<file path="config.mk">
export PLATFORM = sky130hd
export DESIGN_NAME = piso_tx
export DESIGN_NICKNAME = d
export VERILOG_FILES = /design/src/rtl/piso_pkg.sv /design/src/rtl/piso_tx.sv
export SDC_FILE = /design/constraint.sdc
export NUM_CORES = 1
export LEC_CHECK = 0
export ABC_AREA = 1
export CAP_MARGIN = 0
export CORE_AREA = 5 5 42 44
export CTS_CLUSTER_DIAMETER = 80
export DETAILED_ROUTE_END_ITERATION = 8
export DIE_AREA = 0 0 47 49
export PLACE_DENSITY = 0.73
export SYNTH_ARGS = -nofsm -noshare
export SYNTH_HDL_FRONTEND = slang
export SYNTH_SLANG_ARGS = --single-unit
</file>
<file path="constraint.sdc">
create_clock -name clk -period 3.8 [get_ports clk]
set_clock_uncertainty 0.1 [all_clocks]
set_input_delay 0.76 -clock clk [delete_from_list [all_inputs] [get_ports clk]]
set_output_delay 0.76 -clock clk [all_outputs]
set_load 0.01 [all_outputs]
</file>
<file path="src/rtl/piso_pkg.sv">
// Shared types and frame-length constants for the piso_tx serial transmitter.
// Defining PISO_TX_PARITY_EN appends an even-parity bit to every frame.
package piso_pkg;

  typedef enum logic {
    IDLE  = 1'b0,
    SHIFT = 1'b1
  } state_t;

  // Number of bits needed to count from 0 up to value-1.
  function automatic int clog2(input int value);
    int result;
    int remaining;
    result    = 0;
    remaining = value - 1;
    while (remaining > 0) begin
      result++;
      remaining = remaining >> 1;
    end
    return result;
  endfunction

`ifdef PISO_TX_PARITY_EN
  localparam int PARITY_BITS = 1;
`else
  localparam int PARITY_BITS = 0;
`endif

  function automatic int frame_len(input int width);
    return width + PARITY_BITS;
  endfunction

endpackage

</file>
<file path="src/rtl/piso_tx.sv">
// Parallel-in/serial-out transmitter: valid/ready word load, one bit per clock on q.
// Optional even-parity trailer bit enabled by defining PISO_TX_PARITY_EN.
module piso_tx
  import piso_pkg::*;
#(
  parameter int WIDTH     = 8,
  parameter bit MSB_FIRST = 1'b1
) (
  input  logic             clk,
  input  logic             rst,
  input  logic [WIDTH-1:0] data_in,
  input  logic             load_valid,
  output logic             load_ready,
  output logic             q,
  output logic             q_valid,
  output logic             done,
  output logic             busy
);

  localparam int FRAME_LEN = frame_len(WIDTH);
  localparam int CNT_W     = clog2(FRAME_LEN);
  localparam logic [CNT_W-1:0] LAST = CNT_W'(FRAME_LEN - 1);

  state_t               state, state_next;
  logic [CNT_W-1:0]     cnt, cnt_next;
  logic [FRAME_LEN-1:0] sreg;
  logic [FRAME_LEN-1:0] frame;
  logic                 accept;

  // The parity bit is placed so that it always leaves after the last data bit.
`ifdef PISO_TX_PARITY_EN
  assign frame = MSB_FIRST ? {data_in, ^data_in} : {^data_in, data_in};
`else
  assign frame = data_in;
`endif

  function automatic logic first_bit(input logic [FRAME_LEN-1:0] v);
    return MSB_FIRST ? v[FRAME_LEN-1] : v[0];
  endfunction

  function automatic logic [FRAME_LEN-1:0] drop_first(input logic [FRAME_LEN-1:0] v);
    return MSB_FIRST ? (v << 1) : (v >> 1);
  endfunction

  // NOTE: every signal driven here gets a default first so no latch is inferred.
  always_comb begin
    state_next = state;
    cnt_next   = cnt;
    load_ready = 1'b0;
    case (state)
      IDLE:    load_ready = 1'b1;
      SHIFT:   load_ready = (cnt == LAST);
      default: load_ready = 1'b0;
    endcase
    accept = load_valid & load_ready;
    if (accept) begin
      state_next = SHIFT;
      cnt_next   = '0;
    end else if (state == SHIFT) begin
      if (cnt == LAST) begin
        state_next = IDLE;
        cnt_next   = '0;
      end else begin
        cnt_next = cnt + CNT_W'(1);
      end
    end
  end

  // NOTE: state uses non-blocking assignments; reset is asynchronous so it
  // clears the frame in flight without waiting for a clock edge.
  always_ff @(posedge clk or posedge rst) begin
    if (rst) begin
      state <= IDLE;
      cnt   <= '0;
    end else begin
      state <= state_next;
      cnt   <= cnt_next;
    end
  end

  // The first bit goes straight to q on the accept edge; sreg keeps the rest.
  always_ff @(posedge clk or posedge rst) begin
    if (rst) begin
      sreg    <= '0;
      q       <= 1'b0;
      q_valid <= 1'b0;
      done    <= 1'b0;
      busy    <= 1'b0;
    end else if (accept) begin
      sreg    <= drop_first(frame);
      q       <= first_bit(frame);
      q_valid <= 1'b1;
      done    <= 1'b0;
      busy    <= 1'b1;
    end else if (state == SHIFT && cnt != LAST) begin
      sreg    <= drop_first(sreg);
      q       <= first_bit(sreg);
      q_valid <= 1'b1;
      done    <= (cnt_next == LAST);
      busy    <= 1'b1;
    end else begin
      sreg    <= '0;
      q       <= 1'b0;
      q_valid <= 1'b0;
      done    <= 1'b0;
      busy    <= 1'b0;
    end
  end

endmodule

</file>
After elaboration in Yosys (flattened, before gate mapping). Index checks and enable logic that the tools add are counted.

$add $sub $neg: 1. Mux-type cells: 15. Reductions and logical operators: 1. Bitwise logic cells: 2. Eq/ne operators: 3.

Operators by type and width (count): 2-to-1 mux 8 bit (2); 2-to-1 mux 1 bit (9); 2-to-1 mux 3 bit (3); == test 3 bit, second input constant (2); adder 3 x 1 -> 3 bit, second input constant (1); inequality test 3 bit, second input constant (1); one-hot mux 1 bit (2 select lines) (1); bitwise AND 1 bit (1); logical AND 1 bit (1); inverter 1 bit (1).

Output and inout port bits: 5. Register bits after elaboration: 15. Word-level logic and storage cells: 28. Input bits: 11.

Longest topological paths before layout.
Depth after elaboration: 7. Gate-level depth with buffers: 8. Depth with buffers taken out: 7.

Worst setup path after synthesis. OpenSTA, ideal clock, no wires.

Kind: flip-flop to output port. Start: register cnt[0]. End: output port load_ready. Data required time: 2.940 ns. Buffers on the path: 1. Cell stages (with the launch flop): 6. Arrival time: 1.003 ns. Setup slack: 1.937 ns. Path through: dfrtp_1 -> ha_1 -> ha_1 -> inv_1 -> nand2_2 -> buf_6.

Word-level cells in the longest chain between the ends: 2.

RTL lines: from (decl) (RTL line piso_tx.sv:25) `logic [CNT_W-1:0] cnt, cnt_next;`; from (signal assigned) (RTL line piso_tx.sv:77) `cnt <= cnt_next;`; == test 3 bit (RTL line piso_tx.sv:52) `SHIFT: load_ready = (cnt == LAST);`; one-hot mux 1 bit (2 select lines) (RTL line piso_tx.sv:50) `case (state)`; to (decl) (RTL line piso_tx.sv:13) `output logic load_ready,`.

Every way passes these cells.

Worst setup path in the final report. Same ends and word-level chain as after synthesis.

==> results.cfg <==
[global_route]
grt.met2_usage = 0.145
grt_max_degree = 14
grt_pass1_vias = 390
grt_use_total = 0.102
grt-ovfl-total = 0
antenna_found_initial = 0
grt_pass1_wl_um = 1670
grtUsageMet3 = 0.0258
grt_use_met1 = 0.138
grt.busiest_layer = met2

[route]
ant_nets = 0
first_iter_violations = 9
drc = 0
finalWirelength_um = 1040
vias = 445
viasPerCell = 4.59
drt-pass1-iter-count = 4
wire_per_inst_um = 10.7

[synthesis]
syn_nets = 78
synth.top_cell.area_share = 0.566
synth_top_area_cell = dfrtp_1
ys_types = 12
synth_area_leaders = dfrtp_1 57%, nand2_1 16%, nand3_1 6.1%
synth_cells = 65
syn-mean-instance-area_um2 = 8.84
syn_area_um2 = 574
ys_warn_count = 0
ys_ff_latch = 13
ys_seq_area_frac = 0.566

[sta]
slew_violations = 0
hold_viol = 0
final.period_utilization = 0.712
slew-limit-headroom = 0.679
grt_setup_unrepaired = false
finalSetupViolCount = 0
worstMarginPinSlew_ps = 481
fmax_ghz = 0.370
setup_tns_ps = 0
fin_crit_ps = 2700

[cells_and_area]
syn_to_final_growth_pct = 30.1
fin_nets = 95
finalInstanceArea_um2 = 747
drive_above_1_share = 0.0864
final_cells = 97
n_antenna_cell = 0
final_common_cell = nand2_1
layout_common_cells = 25 x nand2_1, 15 x clkdlybuf4s50_1, 13 x dfrtp_1, 7 x inv_1, 7 x nand3_1

[clock_network]
tritoncts = built
htreeDepth = 1
clkTransAtPathRegs_ps = 80
clk_latency_ps = 270
cts_buffer_depth = 2
cts.sinks = 13
post_cts_buffers = 0
clock_tree.root_cell = clkbuf_4
hold_buffers = 0
cts-buffers-inserted = 3
cts-resized-gates = 0

[floorplanning]
die_w_um = 47
die_area_um2 = 2300
rows = 14
dieHeight_um = 49
ios = 16
core_area_um2 = 1400
start_util = 0.410

[critical_path]
cp.required_ps = 2940
cpPeakStageDelay_ps = 530
start_kind = flop
end_kind = output port
path_max_fanout = 12
path_buf_inv = 2
crit_type = flop to output port
worstRegToRegCells = 7
cp_num_cells = 5
crit_slowest_cell = clkdlybuf4s50_1
arrival_ps = 1840
cpLargestDelayFamily = buffers and inverters
crit_chain = ha_1, ha_1, inv_1, nand2_2, clkdlybuf4s50_1
cpMostUsedCell = ha_1

[placed_design]
portBuffers = 15
dp.cells = 93
dp_hpwl_um = 776
placed_area_um2 = 721
gp_congestion = 0.721

[power]
power.leakage_nw = 0.397
p_comb_frac = 0.427
power_frac_clock = 0.160
p_switching_mw = 0.189
intPower_mw = 0.330
power_density_nw_per_um2 = 695
irDropWorstVdd_mv = 0.301
sequentialPowerShare = 0.413
p_sw_frac = 0.364

[flow_run]
max_cap_violations = 0

[status]
status = finished clean

[min_path]
hp-class = flop to flop
min_path_cells = 2
## sequential cells by signal (all words and copies together), names as in the netlist
register  count
sreg          7
q             1
cnt           3
busy          1
done          1
## worst reg2reg max path: stages, from the launching register on
cell     delay [ps]
dfrtp_1         410
ha_1            230
ha_1            200
inv_1            70
nand2_2         140
inv_1           220
nand2_1          80
nand2_1          70
## synth_stat cells (all sizes together)
master / n
nand2: 28
dfrtp: 13
inv: 7
nand3: 7
buf: 3
nor2: 3
and2: 2
ha: 2
## power by group through the flow
stage / clock, mW / combinational, mW / sequential (mW)
floorplan: 0 / 0.162 / 0.214
global placement: 0 / 0.212 / 0.213
detailed placement: 0 / 0.223 / 0.216
CTS: 0.0870 / 0.225 / 0.214
global route: 0.0922 / 0.250 / 0.221
finish: 0.0831 / 0.222 / 0.214
## final timing paths
check,slack (ps),endpoint,start
setup / recovery,1100,load_ready,cnt[0]
hold / removal,350,q,sreg[7]
setup reg to reg,2230,sreg[2],cnt[0]
min in group asynchronous,700,cnt[2],rst
hold reg to reg,350,q,sreg[7]
max in group asynchronous,2580,sreg[2],rst
## metal layers
| layer | share of wire | vias to the layer above |
|---|---|---|
| met5 | 0 | - |
| met4 | 0.022 | 0 |
| met3 | 0.087 | 4 |
| met2 | 0.48 | 15 |
| met1 | 0.41 | 199 |
| li1 | - | 227 |
## cell type report
cell class | count | area (um^2)
clock buffers | 4 | 26.3
fillers | 136 | 654
inverters | 7 | 26.3
multi-input cells | 42 | 199
flip-flops and latches | 13 | 325
well taps | 16 | 20.0
repair buffers | 15 | 150
## logic make-up after synthesis
logic type               share of synthesized area
flip-flops                                   0.566
buffers and inverters                       0.0871
AND/OR/NAND/NOR                              0.303
adder cells (fa/ha/maj)                     0.0436
## through the flow
step	total power, mW	hold slack, ps	setup slack [ps]	util
after global routing	0.563	381	1010	0.533
after detailed placement	0.439	335	1400	0.514
after CTS	0.526	352	1090	0.533
after global placement	0.425	330	1460	0.514
after floorplan	0.376	325	1940	-
final	0.519	351	1100	0.533
Note: power is estimated with default switching activity, not from simulation.
